### config.mk
export PLATFORM = sky130hd
export DESIGN_NAME = alu_arbiter
export DESIGN_NICKNAME = d
export VERILOG_FILES = /design/src/rtl/alu_arbiter.sv
export SDC_FILE = /design/constraint.sdc
export NUM_CORES = 1
export LEC_CHECK = 0
export CORE_AREA = 2 2 116 118
export CTS_CLUSTER_DIAMETER = 80
export DETAILED_ROUTE_END_ITERATION = 10
export DIE_AREA = 0 0 118 120
export GPL_TIMING_DRIVEN = 0
export HOLD_SLACK_MARGIN = 0.06
export MAX_ROUTING_LAYER = met4
export PLACE_DENSITY = 0.67
export SETUP_SLACK_MARGIN = 0.1
export SLEW_MARGIN = 20
export SYNTH_ARGS = -nofsm -noshare
export SYNTH_HDL_FRONTEND = slang
export SYNTH_SLANG_ARGS = --single-unit
export TNS_END_PERCENT = 20
### constraint.sdc
create_clock -name clk -period 2.6 [get_ports clk]
set_clock_uncertainty 0.2 [all_clocks]
set_input_delay 0.52 -clock clk [delete_from_list [all_inputs] [get_ports clk]]
set_output_delay 0.52 -clock clk [all_outputs]
set_load 0.05 [all_outputs]
### src/rtl/alu_arbiter.sv
// Two-requester round-robin front end for a shared combinational ALU.
// The ALU result is captured into a single response register drained through a valid/ready handshake.
module alu_arbiter #(
  parameter int SIZE = 32,
  parameter int C    = 4
) (
  input  logic            clk,
  input  logic            rst,
  input  logic [1:0]      req_valid,
  output logic [1:0]      req_ready,
  input  logic [SIZE-1:0] req0_in1,
  input  logic [SIZE-1:0] req0_in2,
  input  logic [SIZE-1:0] req1_in1,
  input  logic [SIZE-1:0] req1_in2,
  input  logic [C:0]      req0_shamt,
  input  logic [C:0]      req1_shamt,
  input  logic [C-1:0]    req0_control,
  input  logic [C-1:0]    req1_control,
  output logic [SIZE-1:0] alu_in1,
  output logic [SIZE-1:0] alu_in2,
  output logic [C:0]      alu_shamt,
  output logic [C-1:0]    alu_control,
  input  logic [SIZE-1:0] alu_out,
  input  logic [2:0]      alu_flag,
  output logic            rsp_valid,
  input  logic            rsp_ready,
  output logic            rsp_id,
  output logic [SIZE-1:0] rsp_out,
  output logic [2:0]      rsp_flag
);

  typedef enum logic [0:0] {IDLE = 1'b0, HOLD = 1'b1} state_t;

  state_t          state_r;
  state_t          state_nxt_s;
  logic            prio_r;
  logic            acc_s;
  logic            gnt_any_s;
  logic            gnt_id_s;
  logic            sel_s;
  logic            accept_s;
  logic            rsp_id_r;
  logic [SIZE-1:0] rsp_out_r;
  logic [2:0]      rsp_flag_r;

  // Arbitration, accept decision and next-state logic
  always_comb begin
    acc_s       = (state_r == IDLE) || rsp_ready;
    gnt_any_s   = |req_valid;
    gnt_id_s    = 1'b0;
    state_nxt_s = state_r;
    req_ready   = 2'b00;
    if (req_valid == 2'b11) begin
      gnt_id_s = prio_r;
    end else if (req_valid[1]) begin
      gnt_id_s = 1'b1;
    end else begin
      gnt_id_s = 1'b0;
    end
    // Reset gates the accept so nothing is handshaken while the block is held in reset
    accept_s = rst && acc_s && gnt_any_s;
    sel_s    = gnt_any_s ? gnt_id_s : prio_r;
    if (accept_s) begin
      req_ready = gnt_id_s ? 2'b10 : 2'b01;
    end else begin
      req_ready = 2'b00;
    end
    case (state_r)
      IDLE: begin
        if (accept_s) begin
          state_nxt_s = HOLD;
        end else begin
          state_nxt_s = IDLE;
        end
      end
      HOLD: begin
        if (accept_s) begin
          state_nxt_s = HOLD;
        end else if (rsp_ready) begin
          state_nxt_s = IDLE;
        end else begin
          state_nxt_s = HOLD;
        end
      end
      default: state_nxt_s = IDLE;
    endcase
  end

  // Operand mux towards the shared ALU
  always_comb begin
    alu_in1     = req0_in1;
    alu_in2     = req0_in2;
    alu_shamt   = req0_shamt;
    alu_control = req0_control;
    if (sel_s) begin
      alu_in1     = req1_in1;
      alu_in2     = req1_in2;
      alu_shamt   = req1_shamt;
      alu_control = req1_control;
    end else begin
      alu_in1     = req0_in1;
      alu_in2     = req0_in2;
      alu_shamt   = req0_shamt;
      alu_control = req0_control;
    end
  end

  // State register
  always_ff @(posedge clk) begin
    if (!rst) begin
      state_r <= IDLE;
    end else begin
      state_r <= state_nxt_s;
    end
  end

  // Response capture and round-robin pointer; payload holds on drain
  always_ff @(posedge clk) begin
    if (!rst) begin
      prio_r     <= 1'b0;
      rsp_id_r   <= 1'b0;
      rsp_out_r  <= '0;
      rsp_flag_r <= 3'b000;
    end else if (accept_s) begin
      prio_r     <= ~gnt_id_s;
      rsp_id_r   <= gnt_id_s;
      rsp_out_r  <= alu_out;
      rsp_flag_r <= alu_flag;
    end else begin
      prio_r     <= prio_r;
      rsp_id_r   <= rsp_id_r;
      rsp_out_r  <= rsp_out_r;
      rsp_flag_r <= rsp_flag_r;
    end
  end

  assign rsp_valid = (state_r == HOLD);
  assign rsp_id    = rsp_id_r;
  assign rsp_out   = rsp_out_r;
  assign rsp_flag  = rsp_flag_r;

endmodule

After elaboration in Yosys (flattened, before gate mapping):

Cells that the tools add are included.

* bits in registers: 38
* latch bits: 0
* RAM bits: 0
* memory bits (read-only): 0
* bits of input ports: 186
* word-level logic and storage cells: 25
* memories kept: 0

* $add $sub $neg: 0
* multiply operators: 0
* divide/modulo/power cells: 0
* $lt $le $gt $ge: 0
* eq/ne operators: 1
* shift-type cells: 0
* mux-type cells: 13
* bitwise gates (word level): 2
* reductions and logical operators: 4

Operator list (count)
* $mux 32: 2
* $mux 1: 6
* $mux 5: 1
* $mux 2: 2
* $mux 4: 1
* $eq 2x2->1 const B: 1
* $logic_and 1x1->1: 2
* $not 1->1: 2
* $pmux 1 s2: 1
* $reduce_or 2->1: 1
* $logic_or 1x1->1: 1

Longest topological paths before layout:

Gate-level depths: netlist of the first run.

* word-level depth: 6
* mapped depth: 5

Least setup slack after synthesis of the first run:

No wires, ideal clock.

* path kind: input port to output port
* start point: input rst
* end point: output req_ready[0]
* data arrival time: 1548 ps
* path slack: 332 ps
* stages: 3
* buffers on the path: 2
* cell sequence: clkbuf_1 > clkbuf_1 > and3_1

* longest elaborated chain between the ends: 3

RTL lines
* start: declaration: RTL line 8 `input logic rst,`
* $logic_and 1x1->1 (2 in series): RTL line 61 `accept_s = rst && acc_s && gnt_any_s;`
* $mux 2: RTL line 63 `if (accept_s) begin`
* end: declaration: RTL line 10 `output logic [1:0] req_ready,`

No other way between the ends.

Final worst setup path of the first run:

* start point: input req_valid[0]
* end point: output alu_in1[15]

* longest elaborated chain between the ends: 4
* elaborated cells between the ends (all ways): 5

RTL lines
* start: declaration: RTL line 9 `input logic [1:0] req_valid,`
* $eq 2x2->1: RTL line 53 `if (req_valid == 2'b11) begin`
* $mux 1: RTL line 53
* $mux 1 *: RTL line 62 `sel_s = gnt_any_s ? gnt_id_s : prio_r;`
* $mux 32 *: RTL line 95 `if (sel_s) begin`
* end: declaration: RTL line 19 `output logic [SIZE-1:0] alu_in1,`

Mark *: on every way between the ends. The rest lies on a longest branch, timed or not.

==> impl_table.tex, run 1 <==
\begin{tabular}{lr}
\hline
Metric & Value \\
\hline
\multicolumn{2}{l}{\textbf{CTS}} \\
Cts bufs inserted & 5 \\
Clock transition at the registers of the reported paths & 0.06 ns \\
H-tree depth reported by CTS & 2 \\
Number of clock sinks & 38 \\
Clk\_lat worst skew & 0.28 ns \\
Clock tree from TritonCTS & built \\
CTS root buf & sky130\_fd\_sc\_hd\_\_clkbuf\_16 \\
Maximum buffer depth of the clock tree & 2 \\
\multicolumn{2}{l}{\textbf{Power and ir drop}} \\
Part of the power in the clock network & 0.225 \\
Ratio of total power to cell area & 485 nW/µm² \\
LEAKAGE & 2.81 nW \\
Combinational power share & 0.562 \\
Cell internal pwr & 1.90 mW \\
Peak VDD IR & 0.517 mV \\
Switching Fraction & 0.376 \\
Part of the total power dissipated in sequential elements & 0.214 \\
NetSw & 1.15 mW \\
\multicolumn{2}{l}{\textbf{Worst setup path}} \\
WP data arrival & 1.81 ns \\
Slack of the worst reg-to-reg path & 0.91 ns \\
Timing endpoint of the critical path & alu\_in1[15] \\
Cell with the biggest individual delay on the critical path & sky130\_fd\_sc\_hd\_\_maj3\_2 \\
Start point of the critical path & req\_valid[0] \\
Critical Path Max Stage Delay & 0.37 ns \\
Ordered cell list for the critical path & buf\_8, inv\_2, maj3\_2, buf\_12, buf\_12, mux2\_4, buf\_6 \\
Required time at the endpoint of the critical path & 1.88 ns \\
Highest fanout seen on the critical path & 10 \\
Startpoint-to-endpoint class of the critical path & in -> out \\
CP Capture Type & output pin \\
R2R Path End & rsp\_out[22] \\
Cell count of the worst reg-to-reg path & 5 \\
R2R Path Start & rsp\_valid \\
Launching element type of the critical path & input port \\
Cell with the most instances on the worst path & sky130\_fd\_sc\_hd\_\_buf\_12 \\
\multicolumn{2}{l}{\textbf{GRT}} \\
Overflow left after global routing & 0 \\
Largest net degree at the start of global routing & 13 \\
Vias in the first global route & 3250 \\
First-pass GRT wire length & 18100 µm \\
Gr usage total & 0.168 \\
Number of antenna violations at the first check in global routing & 1 \\
\multicolumn{2}{l}{\textbf{Timing}} \\
Post-layout worst setup margin & 0.0747 ns \\
Maximum frequency from static timing analysis & 0.396 GHz \\
Final cycle utilization of the critical path & 0.971 \\
Slew Viols, Final & 0 \\
Shortest clock period the worst path allows after layout & 2.53 ns \\
RSZ-0062 raised after global routing & true \\
Actual transition at the worst max-transition pin & 0.551 ns \\
Total negative setup slack & 0 ns \\
Finish-stage setup viols & 0 \\
Number of hold violations in the final report & 0 \\
Max-slew headroom & 0.631 \\
\multicolumn{2}{l}{\textbf{Cells and area}} \\
Final non-filler cell total & 743 \\
Most common library cell in the layout ignoring fill and taps & sky130\_fd\_sc\_hd\_\_clkdlybuf4s50\_1 \\
Share of post-route cells with drive strength above 1 & 0.322 \\
Final nets & 751 \\
Count of fill cells added during filler insertion & 1210 \\
Area grow syn2layout & 128\% \\
Commonest cells after routing, fill and taps aside & sky130\_fd\_sc\_hd\_\_clkdlybuf4s50\_1 (219), sky130\_fd\_sc\_hd\_\_nand2\_1 (73), sky130\_fd\_sc\_hd\_\_mux2\_4 (70) \\
\multicolumn{2}{l}{\textbf{Floorplanning}} \\
Overall die width & 118 µm \\
Die area & 14200 µm² \\
Height of the chip & 120 µm \\
Count of pins on the block boundary & 298 \\
Cell Rows & 42 \\
Core Area & 13000 µm² \\
Effective utilization at floorplan & 0.213 \\
\multicolumn{2}{l}{\textbf{Drt}} \\
DRC Markers & 0 \\
Detailed Route Iter0 Violations & 65 \\
Number of vias after detailed routing & 3052 \\
First drt pass iteration count & 4 \\
Final routed wirelength across all metal layers & 12200 µm \\
DR top layer & met4 \\
Detail-routed via count per cell & 4.11 \\
Detail Route met3 WL & 929 µm \\
Number of nets with antenna violations after detailed routing & 0 \\
Detailed-routing wirelength on met1 & 4670 µm \\
WL met2 & 6410 µm \\
Wire length per cell & 16.4 µm \\
\multicolumn{2}{l}{\textbf{Hold path}} \\
Class of the tightest hold or removal check & reg -> reg \\
Min-Delay Startpoint & rsp\_out[1] \\
\multicolumn{2}{l}{\textbf{Synthesis}} \\
Number of instances in the synthesized netlist & 254 \\
Net count of the mapped netlist & 440 \\
Flip-flop and latch count after synthesis & 38 \\
Part of the Yosys area used for sequential elements & 0.275 \\
Syn avg cell area & 10.9 µm² \\
Area of the mapped netlist & 2770 µm² \\
Warnings from Yosys & 0 \\
Distinct cell type count of the synthesized netlist & 23 \\
\multicolumn{2}{l}{\textbf{Placement}} \\
Post-detail-place hpwl & 10300 µm \\
Routability congestion estimate from global placement & 0.858 \\
Count of placed standard cells including taps & 726 \\
Post-Place Setup Slack & -0.980 ns \\
Port Buffers & 296 \\
\multicolumn{2}{l}{\textbf{Status}} \\
Run status & complete, no violations \\
\multicolumn{2}{l}{\textbf{Flow run}} \\
Max-cap violations & 0 \\
\hline
\end{tabular}
what timing repair did:
action | 4_1_cts | 5_1_grt
resized for setup | 497 | 18
endpoints found under the setup margin | 75 | 72
pin swaps | 1 | 1
hold buffers | 0 | 0
buffers inserted | 3 | 0
cloned | 5 | 0
power groups by stage:
stage | sequential, mW | combinational, mW | clock [mW]
after floorplan | 0.816 | 0.848 | 0
after global placement | 0.663 | 1.62 | 0
after detailed placement | 0.665 | 1.63 | 0
after CTS | 0.653 | 1.71 | 0.703
after global routing | 0.659 | 1.78 | 0.729
final | 0.653 | 1.71 | 0.686
layout make-up:
type	count	area, µm²	share of cell area
clock buffer	5	125	0.0199
buffer	20	211	0.0336
timing repair buffer	304	3140	0.498
sequential	38	762	0.121
antenna	1	2.50	0.000397
clock inverter	3	40.0	0.00635
tap	176	220	0.0349
multi-input combinational	194	1800	0.285
inverter	2	7.51	0.00119
synthesized netlist by cell type:
master	instances	area (µm²)
sky130_fd_sc_hd__o21ai_0	2	10.0
sky130_fd_sc_hd__nand2b_1	1	6.26
sky130_fd_sc_hd__o21a_1	1	7.51
sky130_fd_sc_hd__mux2i_1	35	350
sky130_fd_sc_hd__dfxtp_1	38	761
sky130_fd_sc_hd__and2_1	1	6.26
sky130_fd_sc_hd__and3_1	1	6.26
sky130_fd_sc_hd__nor2_1	1	3.75
sky130_fd_sc_hd__clkbuf_1	8	30.0
sky130_fd_sc_hd__maj3_2	1	11.3
sky130_fd_sc_hd__mux2_4	70	1050
sky130_fd_sc_hd__inv_2	1	3.75
sky130_fd_sc_hd__nand4_1	1	6.26
sky130_fd_sc_hd__inv_1	1	3.75
sky130_fd_sc_hd__nand4b_1	1	8.76
sky130_fd_sc_hd__buf_12	7	140
sky130_fd_sc_hd__or2b_1	1	7.51
sky130_fd_sc_hd__nand2_1	73	274
sky130_fd_sc_hd__mux2_2	3	33.8
sky130_fd_sc_hd__and2_0	1	6.26
sky130_fd_sc_hd__buf_2	4	20.0
sky130_fd_sc_hd__buf_6	1	11.3
sky130_fd_sc_hd__a21boi_0	1	7.51
worst max-delay path, delay by kind of cell:
family,cells,cell delay [ns]
adder cells (fa/ha/maj),1,0.37
buffers and inverters,5,0.58
multiplexers,1,0.31
stage by stage:
stage | hold WS (ns) | power (mW) | cell area (µm²) | util
after floorplan | 0.271 | 1.66 | 2770 | -
after detailed placement | 0.247 | 2.30 | 5950 | 0.458
after global routing | 0.275 | 3.17 | 6300 | 0.486
after global placement | 0.242 | 2.29 | 5950 | 0.458
final | 0.252 | 3.05 | 6300 | 0.486
after CTS | 0.256 | 3.07 | 6260 | 0.482
kinds of logic after synthesis:
family / after synthesis / share of synthesized area
buf+inv: 22 / 0.0755
fa+ha+maj: 1 / 0.00407
flops: 38 / 0.275
mux: 108 / 0.519
simple gates: 81 / 0.118
compound gates: 4 / 0.00905
registers in the layout (all words and copies together) (netlist names):
signal	cells
rsp_out	32
rsp_valid	1
rsp_flag	3
rsp_id	1
prio_r	1
worst min-delay path by stage:
stage	endpoint	slack, ns	depth (start not counted)
after floorplan	prio_r	0.27	2
after global placement	rsp_out[30]	0.24	2
after detailed placement	rsp_out[30]	0.25	2
after CTS	rsp_out[1]	0.26	2
after global routing	rsp_out[11]	0.27	2
final	rsp_out[1]	0.25	2
layer usage:
metal | track usage | vias to the layer above
met5 | - | -
met4 | 0.0422 | 0
met3 | 0.0437 | 11
met2 | 0.311 | 149
met1 | 0.178 | 1407
li1 | - | 1485
(Power assumes the default switching activity.)
==> run 2: changes to the inputs <==
Settings changed: REMOVE_ABC_BUFFERS set to 1.
==> run 2 against run 1 <==
Effect of this change: first-iteration DRC count up 25%; setup slack worse by 0.035 ns; clock power down 2%; register-to-register slack lost 0.07 ns; die area unchanged; maximum frequency decreased by 1.3%; cell area rose by 0.69%; sequential power hardly changed; wire length is 5.5% higher; critical endpoint is now alu_in2[12]; largest power group unchanged.
==> impl_table.tex, run 2 (same netlist as run 1, synthesis figures left out) <==
\begin{tabular}{lr}
\hline
Metric & Value \\
\hline
\multicolumn{2}{l}{\textbf{Status}} \\
Run status & complete, no violations \\
\multicolumn{2}{l}{\textbf{Worst setup path}} \\
CP Capture Type & output pin \\
Cell count of the worst reg-to-reg path & 4 (-1) \\
Critical Path Max Stage Delay & 0.39 ns (+0.02 ns) \\
Start point of the critical path & req\_valid[1] \\
Number of buffer and inverter instances along the worst setup path & 4 (-1) \\
Slack of the worst reg-to-reg path & 0.84 ns (-0.07 ns) \\
WP data arrival & 1.84 ns (+0.03 ns) \\
R2R Path Start & rsp\_valid \\
Cell with the biggest individual delay on the critical path & sky130\_fd\_sc\_hd\_\_maj3\_4 \\
Cell with the most instances on the worst path & sky130\_fd\_sc\_hd\_\_buf\_8 \\
Highest fanout seen on the critical path & 8 (-2) \\
Launching element type of the critical path & input port \\
Required time at the endpoint of the critical path & 1.88 ns (about the same) \\
Crit-path leading delay family & buffers and inverters \\
Startpoint-to-endpoint class of the critical path & in -> out \\
R2R Path End & rsp\_out[11] \\
Ordered cell list for the critical path & buf\_8, maj3\_4, buf\_12, buf\_16, mux2\_4, buf\_8 \\
\multicolumn{2}{l}{\textbf{Timing}} \\
Finish-stage setup viols & 0 (unchanged) \\
RSZ-0062 raised after global routing & true \\
Max-slew headroom & 0.624 (-0.00770) \\
Worst hold slack across all endpoints & 0.256 ns (+0.00418 ns) \\
Shortest clock period the worst path allows after layout & 2.56 ns (+0.0345 ns) \\
Slew Viols, Final & 0 (unchanged) \\
Maximum frequency from static timing analysis & 0.391 GHz (-1.3\%) \\
Number of hold violations in the final report & 0 (unchanged) \\
Post-layout worst setup margin & 0.0402 ns (-0.0345 ns) \\
Final cycle utilization of the critical path & 0.985 (+0.0133) \\
Actual transition at the worst max-transition pin & 0.564 ns (+0.0133 ns) \\
\multicolumn{2}{l}{\textbf{GRT}} \\
First-pass GRT wire length & 18600 µm (+2.6\%) \\
Largest net degree at the start of global routing & 43 (+30) \\
Busiest layer in global routing & met2 \\
Gr usage total & 0.177 (+0.00926) \\
GR Util met3 & 0.0366 (-0.00713) \\
M2 GR Usage & 0.327 (+0.0160) \\
Overflow left after global routing & 0 (unchanged) \\
Number of antenna violations at the first check in global routing & 1 (unchanged) \\
Vias in the first global route & 3274 (+0.74\%) \\
GR Util met1 & 0.188 (+0.00933) \\
\multicolumn{2}{l}{\textbf{Cells and area}} \\
Max FFs per register & 32 (unchanged) \\
Share of post-route cells with drive strength above 1 & 0.323 (+0.000968) \\
Most common library cell in the layout ignoring fill and taps & sky130\_fd\_sc\_hd\_\_clkdlybuf4s50\_1 \\
Count of fill cells added during filler insertion & 1190 (-1.7\%) \\
Commonest cells after routing, fill and taps aside & sky130\_fd\_sc\_hd\_\_clkdlybuf4s50\_1 (219), sky130\_fd\_sc\_hd\_\_nand2\_1 (73), sky130\_fd\_sc\_hd\_\_mux2\_4 (70) \\
Final nets & 740 (-1.5\%) \\
Area grow syn2layout & 129\% \\
\multicolumn{2}{l}{\textbf{Power and ir drop}} \\
Peak VDD IR & 0.402 mV (-22\%) \\
Part of the total power dissipated in sequential elements & 0.211 (-0.003) \\
Total power after layout & 3.08 mW (+0.98\%) \\
Switching Fraction & 0.377 (+0.000912) \\
Combinational power share & 0.570 (+0.008) \\
Cell internal pwr & 1.92 mW (+0.84\%) \\
Ratio of total power to cell area & 486 nW/µm² (+0.29\%) \\
Part of the power in the clock network & 0.219 (-0.006) \\
LEAKAGE & 2.82 nW (+0.13\%) \\
NetSw & 1.16 mW (+1.2\%) \\
\multicolumn{2}{l}{\textbf{CTS}} \\
Number of clock sinks & 38 (unchanged) \\
Maximum buffer depth of the clock tree & 2 (unchanged) \\
H-tree depth reported by CTS & 2 (unchanged) \\
Clock tree from TritonCTS & built \\
CTS root buf & sky130\_fd\_sc\_hd\_\_clkbuf\_16 \\
Clock transition at the registers of the reported paths & 0.05 ns (about the same) \\
Cts bufs inserted & 5 (unchanged) \\
Clk\_lat worst skew & 0.28 ns (about the same) \\
\multicolumn{2}{l}{\textbf{Drt}} \\
Number of nets with antenna violations after detailed routing & 0 (unchanged) \\
First drt pass iteration count & 4 (unchanged) \\
Detail-routed via count per cell & 4.20 (+2.2\%) \\
Detailed Route Iter0 Violations & 81 (+25\%) \\
Number of vias after detailed routing & 3074 (+0.72\%) \\
Wire length per cell & 17.6 µm (+7.1\%) \\
DRC Markers & 0 (unchanged) \\
Final routed wirelength across all metal layers & 12900 µm (+5.5\%) \\
\multicolumn{2}{l}{\textbf{Placement}} \\
Routability congestion estimate from global placement & 0.880 (+2.6\%) \\
Post-Place Setup Slack & -1.30 ns (-0.320 ns) \\
Post-detail-place hpwl & 10000 µm (-2.3\%) \\
Port Buffers & 297 (+0.34\%) \\
\multicolumn{2}{l}{\textbf{Flow run}} \\
Max-cap violations & 0 (unchanged) \\
\multicolumn{2}{l}{\textbf{Floorplanning}} \\
Cell Rows & 42 (unchanged) \\
Core Area & 13000 µm² (unchanged) \\
Die area & 14200 µm² (unchanged) \\
Count of pins on the block boundary & 298 (unchanged) \\
Effective utilization at floorplan & 0.213 (unchanged) \\
Overall die width & 118 µm (unchanged) \\
Height of the chip & 120 µm (unchanged) \\
\multicolumn{2}{l}{\textbf{Hold path}} \\
Cells on Worst Hold Path & 2 (unchanged) \\
Endpoint of the worst hold-timing path & rsp\_flag[1] \\
Class of the tightest hold or removal check & reg -> reg \\
Min-Delay Startpoint & rsp\_flag[1] \\
\hline
\end{tabular}
-- run 2: changes by cell type in the layout (fill, tap and decap cells not counted), sizes merged --
cell and change:
clkbuf -8, buf -4, maj3 +2, clkdlybuf4s15 -1
-- run 2: worst max path at each step --
stage	to	cells past startpoint	slack, ns
floorplan	alu_in1[31]	3	-0.73
global placement	alu_shamt[4]	4	-2.26
detailed placement	alu_in1[28]	5	-1.30
CTS	alu_in2[18]	4	0.02
global route	alu_control[0]	5	0.01
finish	alu_in2[12]	6	0.04
-- run 2: through the flow --
stage          TNS (ns)  instances  cell area (µm²)   util
5_1_grt               0        732             6350  0.489
3_3_place_gp    -192.44        707             5760  0.444
2_1_floorplan    -47.07        234             2560      -
4_1_cts               0        731             6390  0.492
6_report              0        732             6350  0.489
3_5_place_dp     -83.72        710             5820  0.449
-- run 2: power groups by stage --
stage | sequential [mW] | clock [mW] | combinational (mW)
final | 0.652 | 0.675 | 1.76
after global routing | 0.657 | 0.731 | 1.82
after global placement | 0.662 | 0 | 1.60
after CTS | 0.652 | 0.708 | 1.77
after detailed placement | 0.664 | 0 | 1.60
after floorplan | 0.816 | 0 | 0.797
-- run 2: tightest hold or removal path: stages (launching register included) --
cell and delay [ns]:
sky130_fd_sc_hd__dfxtp_1 0.30, sky130_fd_sc_hd__nand2_1 0.05, sky130_fd_sc_hd__mux2i_1 0.05
-- run 2: what timing repair did --
item                                    in CTS  in global routing
resized for setup                          521                 17
buffers inserted                             6                  0
cloned                                       7                  0
pin swaps                                    2                  1
hold buffers                                 0                  0
endpoints found under the setup margin      75                 53
-- run 2: final cells by class --
class / count / area, µm² / share of cell area
Tap cell: 176 / 220 / 0.0347
Clock buffer: 5 / 125 / 0.0197
Sequential cell: 38 / 764 / 0.120
Timing Repair Buffer: 311 / 3360 / 0.529
Clock inverter: 3 / 40.0 / 0.00631
Antenna cell: 1 / 2.50 / 0.000394
Multi-Input combinational cell: 196 / 1830 / 0.288
Inverter: 2 / 12.5 / 0.00197
-- run 2: per-layer routing --
metal	vias to the layer above	wire, µm
li1	1474	-
met1	1429	4860
met2	152	6940
met3	19	753
met4	0	309
met5	-	0
==> run 3: changes to the inputs <==
--- a/constraint.sdc
+++ b/constraint.sdc
@@ -4,2 +4,2 @@
 set_output_delay 0.52 -clock clk [all_outputs]
-set_load 0.05 [all_outputs]
+set_load 0.005 [all_outputs]
==> run 3 against run 2 <==
Effect of this change: sequential power about the same; largest power group unchanged; setup slack got worse by 0.025 ns; via count rose by 2.0%; critical endpoint is now alu_in1[12]; highest routed layer unchanged; critical path depth increased by 2; core utilization grew 1.0 points.
==> impl_table.tex, run 3 (same netlist as run 1, synthesis figures left out) <==
\begin{tabular}{lr}
\hline
Metric & Value \\
\hline
\multicolumn{2}{l}{\textbf{Status}} \\
Run status & complete, no violations \\
\multicolumn{2}{l}{\textbf{Cells and area}} \\
Count of fill cells added during filler insertion & 1175 (-1.3\%) \\
Max FFs per register & 32 (unchanged) \\
Final nets & 759 (+2.6\%) \\
Most common library cell in the layout ignoring fill and taps & sky130\_fd\_sc\_hd\_\_clkdlybuf4s50\_1 \\
Area grow syn2layout & 134\% \\
Post-layout util & 0.499 (+0.0101) \\
Commonest cells after routing, fill and taps aside & sky130\_fd\_sc\_hd\_\_clkdlybuf4s50\_1 (219), sky130\_fd\_sc\_hd\_\_nand2\_1 (73), sky130\_fd\_sc\_hd\_\_mux2\_4 (70) \\
Share of post-route cells with drive strength above 1 & 0.331 (+0.00849) \\
\multicolumn{2}{l}{\textbf{Floorplanning}} \\
Count of pins on the block boundary & 298 (unchanged) \\
Overall die width & 118 µm (unchanged) \\
Die area & 14200 µm² (unchanged) \\
Core Area & 13000 µm² (unchanged) \\
Effective utilization at floorplan & 0.213 (unchanged) \\
Cell Rows & 42 (unchanged) \\
Height of the chip & 120 µm (unchanged) \\
\multicolumn{2}{l}{\textbf{CTS}} \\
Number of clock sinks & 38 (unchanged) \\
CTS root buf & sky130\_fd\_sc\_hd\_\_clkbuf\_16 \\
Maximum buffer depth of the clock tree & 2 (unchanged) \\
Clock tree from TritonCTS & built \\
Clock transition at the registers of the reported paths & 0.05 ns (about the same) \\
Count of hold buffers inserted by post-cts repair & 0 (unchanged) \\
H-tree depth reported by CTS & 2 (unchanged) \\
Cts bufs inserted & 5 (unchanged) \\
Clk\_lat worst skew & 0.28 ns (about the same) \\
\multicolumn{2}{l}{\textbf{Drt}} \\
First drt pass iteration count & 4 (unchanged) \\
Detailed Route Iter0 Violations & 85 (+4.9\%) \\
Number of vias after detailed routing & 3135 (+2.0\%) \\
DRC Markers & 0 (unchanged) \\
Detail-routed via count per cell & 4.17 (-0.73\%) \\
Number of nets with antenna violations after detailed routing & 0 (unchanged) \\
Wire length per cell & 17.3 µm (-1.4\%) \\
Final routed wirelength across all metal layers & 13000 µm (+1.3\%) \\
\multicolumn{2}{l}{\textbf{Hold path}} \\
Endpoint of the worst hold-timing path & rsp\_flag[1] \\
Class of the tightest hold or removal check & reg -> reg \\
Cells on Worst Hold Path & 2 (unchanged) \\
Min-Delay Startpoint & rsp\_flag[1] \\
\multicolumn{2}{l}{\textbf{GRT}} \\
GR Util met3 & 0.0437 (+0.00713) \\
Largest net degree at the start of global routing & 43 (unchanged) \\
First-pass GRT wire length & 18800 µm (+1.1\%) \\
Number of antenna violations at the first check in global routing & 2 (+1) \\
M2 GR Usage & 0.328 (+0.000363) \\
Gr usage total & 0.180 (+0.00239) \\
GR Util met1 & 0.186 (-0.00203) \\
Vias in the first global route & 3286 (+0.37\%) \\
Busiest layer in global routing & met2 \\
Overflow left after global routing & 0 (unchanged) \\
\multicolumn{2}{l}{\textbf{Worst setup path}} \\
Cell with the most instances on the worst path & sky130\_fd\_sc\_hd\_\_buf\_8 \\
Critical Path Max Stage Delay & 0.37 ns (-0.02 ns) \\
WP data arrival & 1.87 ns (+0.03 ns) \\
Number of buffer and inverter instances along the worst setup path & 6 (+2) \\
Count of cell instances traversed by the critical path & 8 (+2) \\
Cell count of the worst reg-to-reg path & 4 (unchanged) \\
R2R Path End & rsp\_out[11] \\
Ordered cell list for the critical path & buf\_8, inv\_8, maj3\_4, buf\_12, buf\_8, buf\_16, mux2\_4, buf\_6 \\
Highest fanout seen on the critical path & 6 (-2) \\
Cell with the biggest individual delay on the critical path & sky130\_fd\_sc\_hd\_\_maj3\_4 \\
R2R Path Start & rsp\_valid \\
Crit-path leading delay family & buffers and inverters \\
Launching element type of the critical path & input port \\
CP Capture Type & output pin \\
Required time at the endpoint of the critical path & 1.88 ns (about the same) \\
Slack of the worst reg-to-reg path & 0.93 ns (+0.09 ns) \\
Startpoint-to-endpoint class of the critical path & in -> out \\
\multicolumn{2}{l}{\textbf{Timing}} \\
RSZ-0062 raised after global routing & true \\
Max-slew headroom & 0.627 (+0.00279) \\
Shortest clock period the worst path allows after layout & 2.59 ns (+0.0252 ns) \\
Slew Viols, Final & 0 (unchanged) \\
Maximum frequency from static timing analysis & 0.387 GHz (-0.98\%) \\
Total negative setup slack & 0 ns (unchanged) \\
Finish-stage setup viols & 0 (unchanged) \\
Final cycle utilization of the critical path & 0.994 (+0.00971) \\
Number of hold violations in the final report & 0 (unchanged) \\
Actual transition at the worst max-transition pin & 0.560 ns (-0.00419 ns) \\
\multicolumn{2}{l}{\textbf{Flow run}} \\
Max-cap violations & 0 (unchanged) \\
\multicolumn{2}{l}{\textbf{Power and ir drop}} \\
LEAKAGE & 2.91 nW (+3.4\%) \\
Peak VDD IR & 0.370 mV (-7.9\%) \\
Ratio of total power to cell area & 391 nW/µm² (-20\%) \\
\multicolumn{2}{l}{\textbf{Placement}} \\
Post-detail-place hpwl & 10000 µm (unchanged) \\
Port Buffers & 297 (unchanged) \\
Routability congestion estimate from global placement & 0.880 (unchanged) \\
\hline
\end{tabular}
==> run 3: worst max-delay path by stage <==
stage,startpoint,to,slack (ns)
6_report,req_valid[0],alu_in1[12],0.01
5_1_grt,prio_r,alu_in2[22],-0.01
4_1_cts,prio_r,alu_in2[17],-0.04
3_5_place_dp,req_valid[1],alu_in1[28],-1.05
3_3_place_gp,req_valid[1],alu_shamt[4],-1.96
2_1_floorplan,req_valid[0],alu_in1[31],-0.61
==> run 3: what timing repair did <==
action,CTS,global route
setup endpoints to repair,75,51
pin swaps,2,3
resized for setup,345,20
gates cloned,9,0
buffers inserted,17,7
==> run 3: per-layer routing <==
layer | vias to the layer above | share of wire | routed length [µm]
li1 | 1520 | - | -
met1 | 1430 | 0.37 | 4800
met2 | 162 | 0.53 | 6950
met3 | 23 | 0.068 | 881
met4 | 0 | 0.030 | 397
met5 | - | 0 | 0
==> run 3: power by group <==
group	internal, mW	switching, mW	leakage (nW)
sequential	0.629	0.0232	0.315
combinational	0.840	0.367	2.52
clock	0.448	0.226	0.0836
==> run 3: metrics by stage <==
step | hold WS [ns] | instances | setup WS, ns | power [mW] | instance area (µm²)
2_1_floorplan | 0.251 | 234 | -0.607 | 1.04 | 2560
3_3_place_gp | 0.242 | 707 | -1.96 | 1.71 | 5760
3_5_place_dp | 0.245 | 710 | -1.05 | 1.72 | 5820
4_1_cts | 0.257 | 744 | -0.0435 | 2.55 | 6410
5_1_grt | 0.268 | 752 | -0.0115 | 2.66 | 6480
6_report | 0.256 | 752 | 0.0150 | 2.53 | 6480
==> run 3: layout make-up <==
class / instances / area, µm² / area share
flip-flops and latches: 38 / 764 / 0.118
inverters: 2 / 15.0 / 0.00232
diodes: 2 / 5.00 / 0.000773
clock inverters: 3 / 40.0 / 0.00618
multi-input cells: 196 / 1840 / 0.283
clock buffers: 5 / 125 / 0.0193
well taps: 176 / 220 / 0.0340
repair buffers: 330 / 3470 / 0.536
==> run 3: worst register-to-register path: stages (launching register included) <==
cell                       delay (ns)
sky130_fd_sc_hd__dfxtp_1         0.33
sky130_fd_sc_hd__nand2b_4        0.10
sky130_fd_sc_hd__o21a_2          0.51
sky130_fd_sc_hd__buf_12          0.26
sky130_fd_sc_hd__mux2i_1         0.21
